`config.mk`:
```
export PLATFORM = sky130hd
export DESIGN_NAME = traffic_monitor
export DESIGN_NICKNAME = d
export VERILOG_FILES = /design/src/rtl/traffic_pkg.sv /design/src/rtl/traffic_phase_decode.sv /design/src/rtl/traffic_monitor.sv
export SDC_FILE = /design/constraint.sdc
export NUM_CORES = 1
export LEC_CHECK = 0
export CORE_MARGIN = 2
export CORE_UTILIZATION = 38
export CTS_BUF_LIST = sky130_fd_sc_hd__clkbuf_8
export CTS_CLUSTER_DIAMETER = 200
export DETAILED_ROUTE_END_ITERATION = 6
export DONT_BUFFER_PORTS = 1
export GPL_ROUTABILITY_DRIVEN = 0
export GPL_TIMING_DRIVEN = 0
export SLEW_MARGIN = 20
export SYNTH_ARGS = -nofsm -noshare
export SYNTH_HDL_FRONTEND = slang
export SYNTH_SLANG_ARGS = --single-unit
```
`constraint.sdc`:
```
create_clock -name clk -period 4 [get_ports clk]
set_input_delay 0.6 -clock clk [delete_from_list [all_inputs] [get_ports clk]]
set_output_delay 0.6 -clock clk [all_outputs]
set_load 0.005 [all_outputs]
```
`src/rtl/traffic_pkg.sv`:
```
// Shared encodings for the traffic light monitor: light codes, phase codes,
// error codes, default dwell lengths and the legal phase-successor table.
package traffic_pkg;

  localparam logic [2:0] LIGHT_RED    = 3'b100;
  localparam logic [2:0] LIGHT_YELLOW = 3'b010;
  localparam logic [2:0] LIGHT_GREEN  = 3'b001;

  localparam logic [2:0] PH_AG   = 3'd0;
  localparam logic [2:0] PH_AY   = 3'd1;
  localparam logic [2:0] PH_BG   = 3'd2;
  localparam logic [2:0] PH_BY   = 3'd3;
  localparam logic [2:0] PH_CG   = 3'd4;
  localparam logic [2:0] PH_CY   = 3'd5;
  localparam logic [2:0] PH_PED  = 3'd6;
  localparam logic [2:0] PH_NONE = 3'd7;

  localparam logic [2:0] ERR_NONE     = 3'd0;
  localparam logic [2:0] ERR_ENC      = 3'd1;
  localparam logic [2:0] ERR_CONFLICT = 3'd2;
  localparam logic [2:0] ERR_ORDER    = 3'd3;
  localparam logic [2:0] ERR_DWELL    = 3'd4;
  localparam logic [2:0] ERR_ALLRED   = 3'd5;

  localparam int unsigned GREEN_LEN_DEFAULT  = 11;
  localparam int unsigned YELLOW_LEN_DEFAULT = 4;
  localparam int unsigned PED_LEN_DEFAULT    = 6;

  function automatic logic is_green(input logic [2:0] ph);
    return (ph == PH_AG) || (ph == PH_BG) || (ph == PH_CG);
  endfunction

  function automatic logic is_yellow(input logic [2:0] ph);
    return (ph == PH_AY) || (ph == PH_BY) || (ph == PH_CY);
  endfunction

  // Yellow may go to PED only with a pending ped_req, and to green only without one.
  function automatic logic is_legal_next(input logic [2:0] prev, input logic [2:0] next,
                                         input logic ped_req_prev);
    logic legal;
    legal = 1'b0;
    case (prev)
      PH_AG:   legal = (next == PH_AY);
      PH_AY:   legal = ((next == PH_BG) && !ped_req_prev) || ((next == PH_PED) && ped_req_prev);
      PH_BG:   legal = (next == PH_BY);
      PH_BY:   legal = ((next == PH_CG) && !ped_req_prev) || ((next == PH_PED) && ped_req_prev);
      PH_CG:   legal = (next == PH_CY);
      PH_CY:   legal = ((next == PH_AG) && !ped_req_prev) || ((next == PH_PED) && ped_req_prev);
      PH_PED:  legal = (next == PH_BG);
      default: legal = 1'b0;
    endcase
    return legal;
  endfunction

endpackage

```
`src/rtl/traffic_phase_decode.sv`:
```
// Combinational decode of the observed lights and WALK signal into a phase,
// plus the per-sample ENC, CONFLICT and ALLRED flags.
module traffic_phase_decode
  import traffic_pkg::*;
(
  input  logic [2:0] light_a,
  input  logic [2:0] light_b,
  input  logic [2:0] light_c,
  input  logic       ped_signal,
  output logic [2:0] phase,
  output logic       enc_err,
  output logic       conflict_err,
  output logic       allred_err
);

  function automatic logic legal_light(input logic [2:0] l);
    return (l == LIGHT_RED) || (l == LIGHT_YELLOW) || (l == LIGHT_GREEN);
  endfunction

  logic a_go, b_go, c_go;

  assign a_go = (light_a != LIGHT_RED);
  assign b_go = (light_b != LIGHT_RED);
  assign c_go = (light_c != LIGHT_RED);

  always_comb begin
    enc_err      = !(legal_light(light_a) && legal_light(light_b) && legal_light(light_c));
    conflict_err = !enc_err && ((a_go && b_go) || (a_go && c_go) || (b_go && c_go) ||
                                (ped_signal && (a_go || b_go || c_go)));
    allred_err   = !enc_err && !a_go && !b_go && !c_go && !ped_signal;

    phase = PH_NONE;
    if (!enc_err && !conflict_err && !allred_err) begin
      if (a_go) begin
        phase = (light_a == LIGHT_GREEN) ? PH_AG : PH_AY;
      end else if (b_go) begin
        phase = (light_b == LIGHT_GREEN) ? PH_BG : PH_BY;
      end else if (c_go) begin
        phase = (light_c == LIGHT_GREEN) ? PH_CG : PH_CY;
      end else begin
        phase = PH_PED;
      end
    end
  end

endmodule

```
`src/rtl/traffic_monitor.sv`:
```
// Observes a three-road traffic light with pedestrian phase and reports
// encoding, conflict, ordering, dwell and all-red faults one cycle later.
module traffic_monitor
  import traffic_pkg::*;
#(
  parameter int unsigned GREEN_LEN  = GREEN_LEN_DEFAULT,
  parameter int unsigned YELLOW_LEN = YELLOW_LEN_DEFAULT,
  parameter int unsigned PED_LEN    = PED_LEN_DEFAULT
) (
  input  logic       clk,
  input  logic       reset_n,
  input  logic [2:0] lightA,
  input  logic [2:0] lightB,
  input  logic [2:0] lightC,
  input  logic       ped_signal,
  input  logic       emergency,
  input  logic       ped_req,
  output logic [2:0] cur_phase,
  output logic       err_valid,
  output logic [2:0] err_code,
  output logic       err_sticky,
  output logic [7:0] green_cnt_a,
  output logic [7:0] green_cnt_b,
  output logic [7:0] green_cnt_c,
  output logic [7:0] ped_cnt,
  output logic [7:0] err_cnt
);

  logic [2:0] dec_phase;
  logic       enc_err, conflict_err, allred_err;

  traffic_phase_decode u_decode (
    .light_a      (lightA),
    .light_b      (lightB),
    .light_c      (lightC),
    .ped_signal   (ped_signal),
    .phase        (dec_phase),
    .enc_err      (enc_err),
    .conflict_err (conflict_err),
    .allred_err   (allred_err)
  );

  logic [2:0] phase_q, phase_d;
  logic [4:0] dwell_q, dwell_d;
  logic       first_q, first_d;
  logic       emerg_seen_q, emerg_seen_d;
  logic       none_seen_q, none_seen_d;
  logic       emerg_prev_q, ped_req_prev_q;
  logic [2:0] err_code_d;
  logic       entry, fresh;

  function automatic logic [4:0] phase_len(input logic [2:0] ph);
    logic [4:0] len;
    if (is_green(ph)) begin
      len = 5'(GREEN_LEN);
    end else if (is_yellow(ph)) begin
      len = 5'(YELLOW_LEN);
    end else begin
      len = 5'(PED_LEN);
    end
    return len;
  endfunction

  // A fresh phase (after reset or a NONE sample) skips both order and dwell checks.
  assign fresh = none_seen_q || (phase_q == PH_NONE);

  always_comb begin
    phase_d      = phase_q;
    dwell_d      = dwell_q;
    first_d      = first_q;
    emerg_seen_d = emerg_seen_q;
    none_seen_d  = none_seen_q;
    err_code_d   = ERR_NONE;
    entry        = 1'b0;

    if (enc_err) begin
      err_code_d  = ERR_ENC;
      none_seen_d = 1'b1;
    end else if (conflict_err) begin
      err_code_d  = ERR_CONFLICT;
      none_seen_d = 1'b1;
    end else if (allred_err) begin
      err_code_d  = ERR_ALLRED;
      none_seen_d = 1'b1;
    end else if (fresh || (dec_phase != phase_q)) begin
      entry = 1'b1;
      if (!fresh) begin
        if (!(is_legal_next(phase_q, dec_phase, ped_req_prev_q) ||
              ((dec_phase == PH_AG) && emerg_prev_q))) begin
          err_code_d = ERR_ORDER;
        end else if (!first_q && !emerg_seen_q && !emergency && (dwell_q != 5'd31) &&
                     (dwell_q != phase_len(phase_q))) begin
          // A dwell that hit 31 was already reported as stuck (or was exempt).
          err_code_d = ERR_DWELL;
        end
      end
      phase_d      = dec_phase;
      dwell_d      = 5'd1;
      first_d      = fresh;
      emerg_seen_d = emergency;
      none_seen_d  = 1'b0;
    end else begin
      if (dwell_q != 5'd31) begin
        dwell_d = dwell_q + 5'd1;
      end
      emerg_seen_d = emerg_seen_q || emergency;
      if ((dwell_q == 5'd30) && !first_q && !emerg_seen_d) begin
        err_code_d = ERR_DWELL;
      end
    end
  end

  always_ff @(posedge clk) begin
    if (!reset_n) begin
      phase_q        <= PH_NONE;
      dwell_q        <= 5'd0;
      first_q        <= 1'b0;
      emerg_seen_q   <= 1'b0;
      none_seen_q    <= 1'b0;
      emerg_prev_q   <= 1'b0;
      ped_req_prev_q <= 1'b0;
      cur_phase      <= PH_NONE;
      err_valid      <= 1'b0;
      err_code       <= ERR_NONE;
      err_sticky     <= 1'b0;
      green_cnt_a    <= 8'd0;
      green_cnt_b    <= 8'd0;
      green_cnt_c    <= 8'd0;
      ped_cnt        <= 8'd0;
      err_cnt        <= 8'd0;
    end else begin
      phase_q        <= phase_d;
      dwell_q        <= dwell_d;
      first_q        <= first_d;
      emerg_seen_q   <= emerg_seen_d;
      none_seen_q    <= none_seen_d;
      emerg_prev_q   <= emergency;
      ped_req_prev_q <= ped_req;
      cur_phase      <= dec_phase;
      err_valid      <= (err_code_d != ERR_NONE);
      err_code       <= err_code_d;
      if (err_code_d != ERR_NONE) begin
        err_sticky <= 1'b1;
        if (err_cnt != 8'hff) begin
          err_cnt <= err_cnt + 8'd1;
        end
      end
      if (entry && (dec_phase == PH_AG)) green_cnt_a <= green_cnt_a + 8'd1;
      if (entry && (dec_phase == PH_BG)) green_cnt_b <= green_cnt_b + 8'd1;
      if (entry && (dec_phase == PH_CG)) green_cnt_c <= green_cnt_c + 8'd1;
      if (entry && (dec_phase == PH_PED)) ped_cnt <= ped_cnt + 8'd1;
    end
  end

endmodule

```
; Word level (Yosys, flattened, before mapping)
; Index checks and enable logic that the tools add are counted.
[totals]
reg_bits = 61
inputBits = 14
[op_classes]
n_eq_ne = 31
n_mux = 40
n_reduce_logical = 69
add_sub_neg = 6
n_bitwise = 2
[op_table]
columns = cell, n
row1 = adder 8 x 1 -> 8 bit (second input constant), 5
row2 = 2-to-1 mux 5 bit, 8
row3 = 2-to-1 mux 3 bit, 12
row4 = == test 3 bit (second input constant), 10
row5 = logical AND 1 bit, 28
row6 = logical OR 1 bit, 22
row7 = == test 3 x 2 -> 1 bit (second input constant), 7
row8 = 2-to-1 mux 1 bit, 17
row9 = == test 3 x 1 -> 1 bit (second input constant), 5
row10 = zero test 1 bit, 11
row11 = != test 3 bit (second input constant), 3
row12 = != test 8 bit (second input constant), 1
row13 = AND reduction 4 bit, 2
row14 = one-hot mux 1 bit (7 select lines), 1
row15 = zero test 3 bit, 2
row16 = adder 5 x 1 -> 5 bit (second input constant), 1
row17 = == test 5 bit (second input constant), 1
row18 = != test 5 bit, 1
row19 = != test 5 bit (second input constant), 1
row20 = 2-to-1 mux 4 bit, 1
row21 = != test 4 bit (second input constant), 1
row22 = != test 3 bit, 1
row23 = AND reduction 3 bit, 1
row24 = nonzero test 3 bit, 1
row25 = 4 further kinds, 5

; Depth between registers and ports, before layout
; Gate-level depths: netlist of the first run.
[logic_depth]
depth_word = 39
depth_mapped = 13
depth_no_buf = 10

; Modules after synthesis
; A second synthesis of the first run with hierarchy kept.
[unflattened]
hier_cells = 370
area_unflattened_um2 = 3229.3
[by_module_without_submodules]
columns = mod, seq_area_each_um2, cells_each, n_inst, area_per_inst_um2
row1 = traffic_monitor, 1221.2, 334, 1, 2999.1
row2 = traffic_phase_decode, 0.0, 36, 1, 230.2

; Least setup slack after synthesis of the first run
; No wires, ideal clock.
[synth_path]
path_kind = in2reg
startpoint = input port lightA[0]
endpoint = register err_cnt[7]
path_slack_ns = 0.554
arrival_time_ns = 3.376
path_stages = 11
n_path_buf = 2
cell_sequence = buf_2 -> or3b_1 -> buf_6 -> nor2_4 -> o21ai_2 -> a21o_1 -> mux2_4 -> or4_4 -> o2111a_2 -> or4_1 -> a21oi_1
[synth_between]
elab_chain_len = 30
elab_cells_between_ends = 61
[synth_lines]
columns = item, line
row1 = "start, declared", traffic_monitor.sv:12  ; input logic [2:0] lightA,
row2 = == test 3 bit / == test 3 x 2 -> 1 bit (equally long branches), traffic_phase_decode.sv:17  ; return (l == LIGHT_RED) || (l == LIGHT_YELLOW) || (l == LIGHT_GREEN);
row3 = logical OR 1 bit (2 in series), traffic_phase_decode.sv:17
row4 = logical AND 1 bit (2 in series), traffic_phase_decode.sv:27  ; enc_err = !(legal_light(light_a) && legal_light(light_b) && legal_light(light_c));
row5 = logical AND 1 bit (4 in series), traffic_phase_decode.sv:30  ; allred_err = !enc_err && !a_go && !b_go && !c_go && !ped_signal;
row6 = zero test 1 bit, traffic_phase_decode.sv:33  ; if (!enc_err && !conflict_err && !allred_err) begin
row7 = logical AND 1 bit, traffic_phase_decode.sv:33
row8 = 2-to-1 mux 3 bit, traffic_phase_decode.sv:33
row9 = == test 3 bit (tied with other cells), "traffic_pkg.sv:44, traffic_pkg.sv:46, traffic_pkg.sv:48"
row10 = [... 9 more ...], --
row11 = 2-to-1 mux 3 bit, traffic_monitor.sv:88  ; if (!(is_legal_next(phase_q, dec_phase, ped_req_prev_q) ||
row12 = 2-to-1 mux 3 bit, traffic_monitor.sv:87  ; if (!fresh) begin
row13 = 2-to-1 mux 3 bit, traffic_monitor.sv:85  ; end else if (fresh || (dec_phase != phase_q)) begin
row14 = 2-to-1 mux 3 bit, traffic_monitor.sv:82  ; end else if (allred_err) begin
row15 = 2-to-1 mux 3 bit, traffic_monitor.sv:79  ; end else if (conflict_err) begin
row16 = 2-to-1 mux 3 bit (*), traffic_monitor.sv:76  ; if (enc_err) begin
row17 = nonzero test 3 bit (*), traffic_monitor.sv:142  ; if (err_code_d != ERR_NONE) begin
row18 = AND reduction 2 bit (no line) (*), --
row19 = "end signal, assigned", traffic_monitor.sv:145  ; err_cnt <= err_cnt + 8'd1;
row20 = "end, declared", traffic_monitor.sv:26  ; output logic [7:0] err_cnt
; Mark *: on every way between the ends. The rest lies on a longest branch, timed or not. The select of a mux whose other input is x is not followed.
; A chain may end at the register's enable or synchronous reset.

; Final worst setup path of the first run
[layout_path]
startpoint = input port lightA[2]
endpoint = register dwell_q[0]
[layout_between]
elab_chain_len = 16
elab_cells_between_ends = 36
[layout_lines]
columns = item, line
row1 = == test 3 bit / == test 3 x 2 -> 1 bit (equally long branches), traffic_phase_decode.sv:17
row2 = logical OR 1 bit (2 in series), traffic_phase_decode.sv:17
row3 = logical AND 1 bit (2 in series), traffic_phase_decode.sv:27
row4 = logical AND 1 bit (4 in series), traffic_phase_decode.sv:30
row5 = zero test 1 bit, traffic_phase_decode.sv:33
row6 = logical AND 1 bit, traffic_phase_decode.sv:33
row7 = 2-to-1 mux 3 bit, traffic_phase_decode.sv:33
row8 = != test 3 bit, traffic_monitor.sv:85
row9 = logical OR 1 bit, traffic_monitor.sv:85
row10 = nonzero test 2 bit (no line), --
row11 = AND reduction 4 bit (no line), --
row12 = "end signal, assigned", traffic_monitor.sv:133  ; dwell_q <= dwell_d;
row13 = "end, declared", traffic_monitor.sv:44  ; logic [4:0] dwell_q, dwell_d;
; Several ways; a longest one is shown, not always the timed one.

==> impl_metrics.ini, run 1 <==
[finish]
final_util = 0.428
n_fill_cell = 872
multi_input_comb_area_um2 = 1970
ff_latch_area_um2 = 1220
diodes = 0
drive_above_1_share = 0.0913
instances_no_fill = 524
final_area_um2 = 3680
syn2layout_area_growth_pct = 10.9
fin_nets = 433

[timing]
slew_viol_final = 0
grt_setup_unrepaired = false
finalCritPeriodShare = 0.861
tightest_slew_ns = 0.716
min_period_ns = 3.45
hold_ws_ns = 0.373
finalSetupViolations = 0
hold_viol_final = 0
max_freq_mhz = 290
skew_ns = 0.0102
slew-limit-headroom = 0.521
setup_slack_ns = 0.555
fin_tns_setup_ns = 0

[worst_setup_path]
r2r-start = phase_q[1]$_SDFFE_PN1P_
r2r_cells = 9
critPathMaxStageDelay_ns = 0.44
path_cells = buf_2, or3b_1, buf_6, nor2_4, o21ai_2, a211o_1, or3_1, a21o_1, clkbuf_1, clkbuf_1, o21ai_0, nand2_1, o311a_1
crit_top_cell = clkbuf_1
path_buf_inv = 4
r2r-end = err_cnt[7]$_SDFFE_PN0P_
worstSetupPathType = primary input to flop
worstPathArrival_ns = 3.67
endpoint_kind = flop
path_max_fanout = 10
ff2ff_setup_slack_ns = 0.92
worst_ep_required_time_ns = 4.23
cp_slowest_cell = a211o_1
cp_top_family = compound AO/OA/AOI/OAI gates
startpoint_type = primary input

[synthesis]
synth_area_per_cell_um2 = 8.29
netlist_instances = 400
ys_types = 61
synthSimpleGateAreaFrac = 0.302
synth_common_cells = 61 x dfxtp_1, 36 x nand2_1, 36 x nor2_1
synthXorXnorAreaFrac = 0.0449
synth_nets = 422
ys_top_cells_by_area = dfxtp_1 37%, nand2_1 4.1%, nor2_1 4.1%
synth_ff_type = dfxtp_1
synth_top_family_by_area = simple AND/OR/NAND/NOR gates
synth.most_common_cell = dfxtp_1
ys_ff_latch = 61
synthMuxAreaShare = 0.0287
ys_warn_count = 0
synth_adder_area_share = 0.0332
synthArstFlopShare = 0
synth_top_area_frac = 0.368
synth.cell_area_um2 = 3320
synth-edff-count = 0
synth_top_area_cell = dfxtp_1
synth-compound-area-share = 0.186
synth_seq_area_share = 0.368

[grt]
top_usage_layer = met2
grt_use_total = 0.174
use_met1 = 0.222
grt_pass1_wl_um = 13500
grt_use_met3 = 0.0576
gr-total-overflow = 0
use_met2 = 0.275
grt_max_degree = 11
antenna_found_initial = 0
grt_pass1_vias = 2800

[clock_tree]
cts.repair.resized = 0
cts_max_path_buffers = 2
cts.sinks = 61
cts_buffers = 9
cts_tree = done
clk_pin_slew_ns = 0.07
cts_root_buf = clkbuf_8
cts_hold_buffers = 0
clock_latency_ns = 0.34
post_cts_buffers = 0
h-tree-depth = 3

[worst_hold_path]
min_path_type = primary input to flop
hold_start = emergency
min_path_cells = 1
min_to = emerg_prev_q$_SDFF_PN0_

[floorplan]
dieArea_um2 = 9490
start_util = 0.386
core_area_um2 = 8590
die_h_um = 97.4
fp-row-count = 34
pin_count = 62
chipWidth_um = 97.4

[placement]
pre_cts_ws_ns = 0.255
place_hpwl_um = 6020
io_buffers = 0
placed_cell_area_um2 = 3450
dp.cells = 508

[drt]
ant_nets = 0
first_iter_violations = 162
dr.pass1.iters = 4
routed_wl_um = 8150
wl_per_cell_um = 15.6
num_vias = 3033
drcViolationCount = 0
viasPerCell = 5.79

[pwr]
power.total_mw = 1.30
vdd_drop_max_mv = 0.197
p_leak_nw = 1.29
power_density_nw_per_um2 = 354

[run]
cap_violations = 0

[status]
status = complete, no violations
sequential cells by signal, summed over array words and instances (netlist names), 3 cells and up:
name         cells
phase_q          3
green_cnt_a      8
err_code         3
green_cnt_b      8
cur_phase        3
dwell_q          5
ped_cnt          8
green_cnt_c      8
err_cnt          8
layout by cell type, fill, tap and decap left out, drive strengths merged, types with 5 or more instances in the layout:
cell type and count:
dfxtp 61, nor2 38, nand2 37, o21ai 28, a21oi 26, clkbuf 25, nand4 18, nand3 15
or3 14, xor2 10, and3 10, nor3 9, mux2i 8, ha 8, xnor2 7, nand2b 7
buf 7, nor2b 6, inv 6, nor3b 6, nor4 5, nor4b 5, o211ai 5
cell families (layout without fill, tap and decap cells):
family,count (synthesis),count (layout)
AND/OR/NAND/NOR,182,182
flip-flops,61,61
multiplexers,9,9
buffers and inverters,26,42
XOR/XNOR,17,17
adder cells (fa/ha/maj),9,9
AO/OA/AOI/OAI,96,96
routing by layer:
metal / vias to the layer above / wire [µm]
met4: 0 / 114
li1: 1502 / -
met1: 1439 / 3780
met5: - / 0
met2: 81 / 3710
met3: 11 / 545
power by group:
group / total (mW) / switching, mW / internal (mW)
Combinational: 0.0643 / 0.0404 / 0.0239
Sequential: 0.620 / 0.00585 / 0.614
Clock: 0.617 / 0.237 / 0.380
Total: 1.30 / 0.283 / 1.02
how the worst max path moves through the flow:
stage	endpoint	startpoint	slack, ns	cells past startpoint
2_1_floorplan	err_cnt[7]$_SDFFE_PN0P_	lightA[0]	0.55	11
3_3_place_gp	dwell_q[0]$_SDFFE_PN0P_	lightA[2]	0.29	13
3_5_place_dp	dwell_q[0]$_SDFFE_PN0P_	lightA[2]	0.26	13
4_1_cts	dwell_q[0]$_SDFFE_PN0P_	lightA[2]	0.62	13
5_1_grt	dwell_q[0]$_SDFFE_PN0P_	lightA[2]	0.41	13
6_report	dwell_q[0]$_SDFFE_PN0P_	lightA[2]	0.55	13
final cells by class:
cell class	instances	share of cell area
Clock buffer	11	0.0412
Multi-Input combinational cell	313	0.536
Tap cell	108	0.0367
Buffer	21	0.0289
Clock inverter	5	0.0201
Inverter	5	0.00510
Sequential cell	61	0.332
No activity file was read; power rests on OpenSTA's default activity.
==> run 2: changes to the inputs <==
CORE_UTILIZATION = 40   (was 38)
==> impl_metrics.ini, run 2 (same netlist as run 1, synthesis figures left out) <==
[pwr]
power.total_mw = 1.21
power_density_nw_per_um2 = 334
p_leak_nw = 1.27
vdd_drop_max_mv = 0.212

[worst_setup_path]
endpoint_kind = flop
worst_ep_required_time_ns = 4.22
r2r_cells = 9
worstSetupPathType = primary input to flop
worstPathArrival_ns = 3.70
startpoint_type = primary input
path_max_fanout = 10

[floorplan]
die_h_um = 95.1
dieArea_um2 = 9040
fp-row-count = 33
pin_count = 62
chipWidth_um = 95.1
start_util = 0.408
core_area_um2 = 8130

[clock_tree]
clk_pin_slew_ns = 0.07
h-tree-depth = 3
cts_hold_buffers = 0
cts_root_buf = clkbuf_8
post_cts_buffers = 0
cts_max_path_buffers = 2
clock_latency_ns = 0.34
cts_tree = done
cts.sinks = 61
cts_buffers = 9
cts.repair.resized = 0

[placement]
dp.cells = 505
io_buffers = 0
place_hpwl_um = 6000

[worst_hold_path]
min_path_type = primary input to flop
min_path_cells = 1

[timing]
grt_setup_unrepaired = false
fin_tns_setup_ns = 0
slew-limit-headroom = 0.552
hold_viol_final = 0
finalCritPeriodShare = 0.869
tightest_slew_ns = 0.669
min_period_ns = 3.48
max_freq_mhz = 288
finalSetupViolations = 0
skew_ns = 0.00743
slew_viol_final = 0

[drt]
ant_nets = 0
viasPerCell = 5.82
wl_per_cell_um = 15.5
dr.pass1.iters = 4
routed_wl_um = 8080
num_vias = 3034
drcViolationCount = 0
first_iter_violations = 202

[grt]
grt_pass1_wl_um = 13000
grt_max_degree = 11
grt_pass1_vias = 2798
grt_use_total = 0.183
gr-total-overflow = 0
antenna_found_initial = 0

[finish]
n_fill_cell = 796
syn2layout_area_growth_pct = 9.73
final_common_cell = dfxtp_1
fin_nets = 433
ff_latch_area_um2 = 1220
drive_above_1_share = 0.0913
multi_input_comb_area_um2 = 1970
diodes = 0
final_cell_mix = 61 x dfxtp_1, 36 x nor2_1, 36 x nand2_1, 27 x o21ai_0, 26 x a21oi_1
instances_no_fill = 521

[run]
cap_violations = 0

[status]
status = complete, no violations
-- run 2: changes by cell type in the layout (fill, tap and decap cells not counted) --
cell,before,now
clkinv_2,2,4
clkbuf_8,11,10
bufinv_16,2,1
-- run 2: cell type report --
class                      count  area share
clock buffer                  10      0.0378
tap                          105      0.0361
sequential                    61       0.336
buffer                        21      0.0292
inverter                       5     0.00516
multi-input combinational    313       0.541
clock inverter                 6      0.0148
-- run 2: worst max-delay path, stage by stage --
cell and delay, ns:
buf_2 0.15, or3b_1 0.38, buf_6 0.16, nor2_4 0.21
o21ai_2 0.13, a211o_1 0.43, or3_1 0.37, a21o_1 0.20
clkbuf_1 0.18, clkbuf_1 0.25, o21ai_0 0.40, nand2_1 0.10
o311a_1 0.13
-- run 2: path summary, 6_finish.rpt --
kind,start,endpoint,slack [ns]
max,lightA[2],dwell_q[0]$_SDFFE_PN0P_,0.52
min,emergency,emerg_prev_q$_SDFF_PN0_,0.38
max reg2reg,phase_q[1]$_SDFFE_PN1P_,err_cnt[7]$_SDFFE_PN0P_,0.95
min reg2reg,err_sticky$_SDFFE_PN0P_,err_sticky$_SDFFE_PN0P_,0.49
-- run 2: through the flow --
stage               setup WS, ns  hold slack [ns]  instance area [µm²]  utilization
finish                     0.525            0.381                 3640        0.447
global route               0.297            0.361                 3640        0.447
CTS                        0.559            0.370                 3640        0.447
detailed placement         0.207            0.479                 3450        0.424
global placement           0.259            0.475                 3450        0.424
floorplan                  0.554            0.442                 3320            -
-- run 2: where the power goes --
group          leakage [nW]  switching [mW]  internal, mW
registers             0.494         0.00592         0.614
logic                 0.672          0.0398        0.0238
clock network         0.107           0.233         0.298
-- run 2: per-layer routing --
metal / GRT usage / vias to the layer above / part of all wire / wire length [µm]
met3: 0.0648 / 12 / 0.084 / 678
met2: 0.293 / 86 / 0.46 / 3740
li1: - / 1503 / - / -
met5: 0 / - / 0 / 0
met1: 0.229 / 1433 / 0.44 / 3560
met4: 0.0628 / 0 / 0.013 / 101
==> run 3: changes to the inputs <==
GPL_TIMING_DRIVEN = not set   (was 0)
SYNTH_HIERARCHICAL = 1   (was not set)
==> impl_metrics.ini, run 3 <==
[grt]
grt_max_degree = 28
grt_pass1_vias = 2523
antenna_found_initial = 0
grt_pass1_wl_um = 11800
grt_use_total = 0.170
gr-total-overflow = 0

[drt]
first_iter_violations = 128
ant_nets = 0
num_vias = 2619
viasPerCell = 5.40
wl_per_cell_um = 14.5
dr.pass1.iters = 4
routed_wl_um = 7040
drcViolationCount = 0

[synthesis]
synth.cell_area_um2 = 3230
synth.most_common_cell = dfxtp_1
synth_nets = 392
netlist_instances = 370
ys_top_cells_by_area = dfxtp_1 38%, nor2_1 5.3%, xor2_1 4.9%
ys_ff_latch = 61
synth_common_cells = 61 x dfxtp_1, 46 x nor2_1, 29 x nand2_1
synth_top_area_frac = 0.378
synth-edff-count = 0
synthArstFlopShare = 0
synth_seq_area_share = 0.378
synth_ff_type = dfxtp_1
synth_area_per_cell_um2 = 8.73
synth_top_area_cell = dfxtp_1
ys_warn_count = 6
ys_types = 58

[finish]
final_area_um2 = 3550
final_cell_mix = 61 x dfxtp_1, 46 x nor2_1, 29 x nand2_1, 25 x nand3_1, 20 x a21oi_1
diodes = 0
final_util = 0.457
n_fill_cell = 801
drive_above_1_share = 0.112
final_common_cell = dfxtp_1
syn2layout_area_growth_pct = 9.96
fin_nets = 400

[clock_tree]
post_cts_buffers = 0
cts_max_path_buffers = 2
cts_buffers = 9
clk_pin_slew_ns = 0.07
cts.sinks = 61
cts_hold_buffers = 0
cts.repair.resized = 0
clock_latency_ns = 0.34
h-tree-depth = 3
cts_tree = done
cts_root_buf = clkbuf_8

[worst_setup_path]
r2r-end = err_cnt[5]$_SDFFE_PN0P_
critPathMaxStageDelay_ns = 0.66
worst_ep_required_time_ns = 4.26
cp_slowest_cell = or4_1
ff2ff_setup_slack_ns = 1.22
crit_top_cell = or4_1
r2r_cells = 10
worstSetupPathType = primary input to flop
endpoint_kind = flop
startpoint_type = primary input
path_max_fanout = 11
path_cells = a22oi_1, nand2_2, or4_4, buf_4, or4_1, inv_1, o41a_1, o32ai_2, nor4b_4, o22ai_2, or4_1, a21oi_1
r2r-start = dwell_q[1]$_SDFFE_PN0P_
worstPathArrival_ns = 3.80

[timing]
slew_viol_final = 0
hold_viol_final = 0
tightest_slew_ns = 0.734
finalCritPeriodShare = 0.886
fin_tns_setup_ns = 0
slew-limit-headroom = 0.506
max_freq_mhz = 282
grt_setup_unrepaired = false
min_period_ns = 3.54
finalSetupViolations = 0
skew_ns = 0.00818

[worst_hold_path]
min_path_type = primary input to flop
hold_start = reset_n
min_path_cells = 1
min_to = phase_q[1]$_SDFFE_PN1P_

[pwr]
power_density_nw_per_um2 = 364
vdd_drop_max_mv = 0.164
p_leak_nw = 1.24

[floorplan]
dieArea_um2 = 8810
chipWidth_um = 93.9
start_util = 0.416
die_h_um = 93.9
pin_count = 62
fp-row-count = 32
core_area_um2 = 7770

[run]
cap_violations = 0

[placement]
io_buffers = 0
placed_cell_area_um2 = 3340
place_hpwl_um = 4980

[status]
status = complete, no violations
-- run 3: cell type report --
type,count,area (µm²),share of cell area
tap,102,128,0.0359
clock buffer,9,124,0.0349
multi-input combinational,285,1870,0.526
sequential,61,1220,0.344
inverter,8,30.0,0.00846
timing repair buffer,13,97.6,0.0275
clock inverter,7,82.6,0.0233
-- run 3: worst max-delay path by stage --
stage / to / slack [ns] / startpoint
floorplan: err_cnt[2]$_SDFFE_PN0P_ / 0.41 / lightB[0]
finish: err_cnt[5]$_SDFFE_PN0P_ / 0.46 / lightB[2]
detailed placement: green_cnt_a[7]$_SDFFE_PN0P_ / 0.12 / lightB[2]
global route: green_cnt_a[7]$_SDFFE_PN0P_ / 0.23 / lightB[0]
CTS: green_cnt_a[7]$_SDFFE_PN0P_ / 0.46 / lightB[2]
global placement: green_cnt_a[7]$_SDFFE_PN0P_ / 0.15 / lightB[0]
-- run 3: cells by family after synthesis --
group / Yosys count / synth area share
AO/OA/AOI/OAI: 61 / 0.134
adder cells (fa/ha/maj): 8 / 0.0310
flip-flops: 61 / 0.378
buffers and inverters: 24 / 0.0434
AND/OR/NAND/NOR: 177 / 0.296
multiplexers: 4 / 0.0124
XOR/XNOR: 35 / 0.105
-- run 3: metrics by stage --
step	cells	hold slack (ns)	power [mW]	setup slack, ns
finish	485	0.342	1.29	0.457
global route	485	0.326	1.35	0.229
CTS	485	0.324	1.31	0.455
detailed placement	469	0.474	0.729	0.117
global placement	469	0.477	0.728	0.152
floorplan	370	0.445	0.714	0.410
-- run 3: layer usage --
layer	wire, µm	GRT usage
met1	3320	0.216
met2	3120	0.261
met3	461	0.0546
met4	140	0.0773
met5	0	0
-- run 3: report_power, final --
part	internal, mW	switching [mW]
clock network	0.343	0.233
logic	0.0338	0.0476
registers	0.619	0.0151
-- run 3: worst max-delay path: cells and delay by family --
family	cells	cell delay, ns
AO/OA/AOI/OAI	5	0.83
buffers and inverters	2	0.37
AND/OR/NAND/NOR	5	1.99
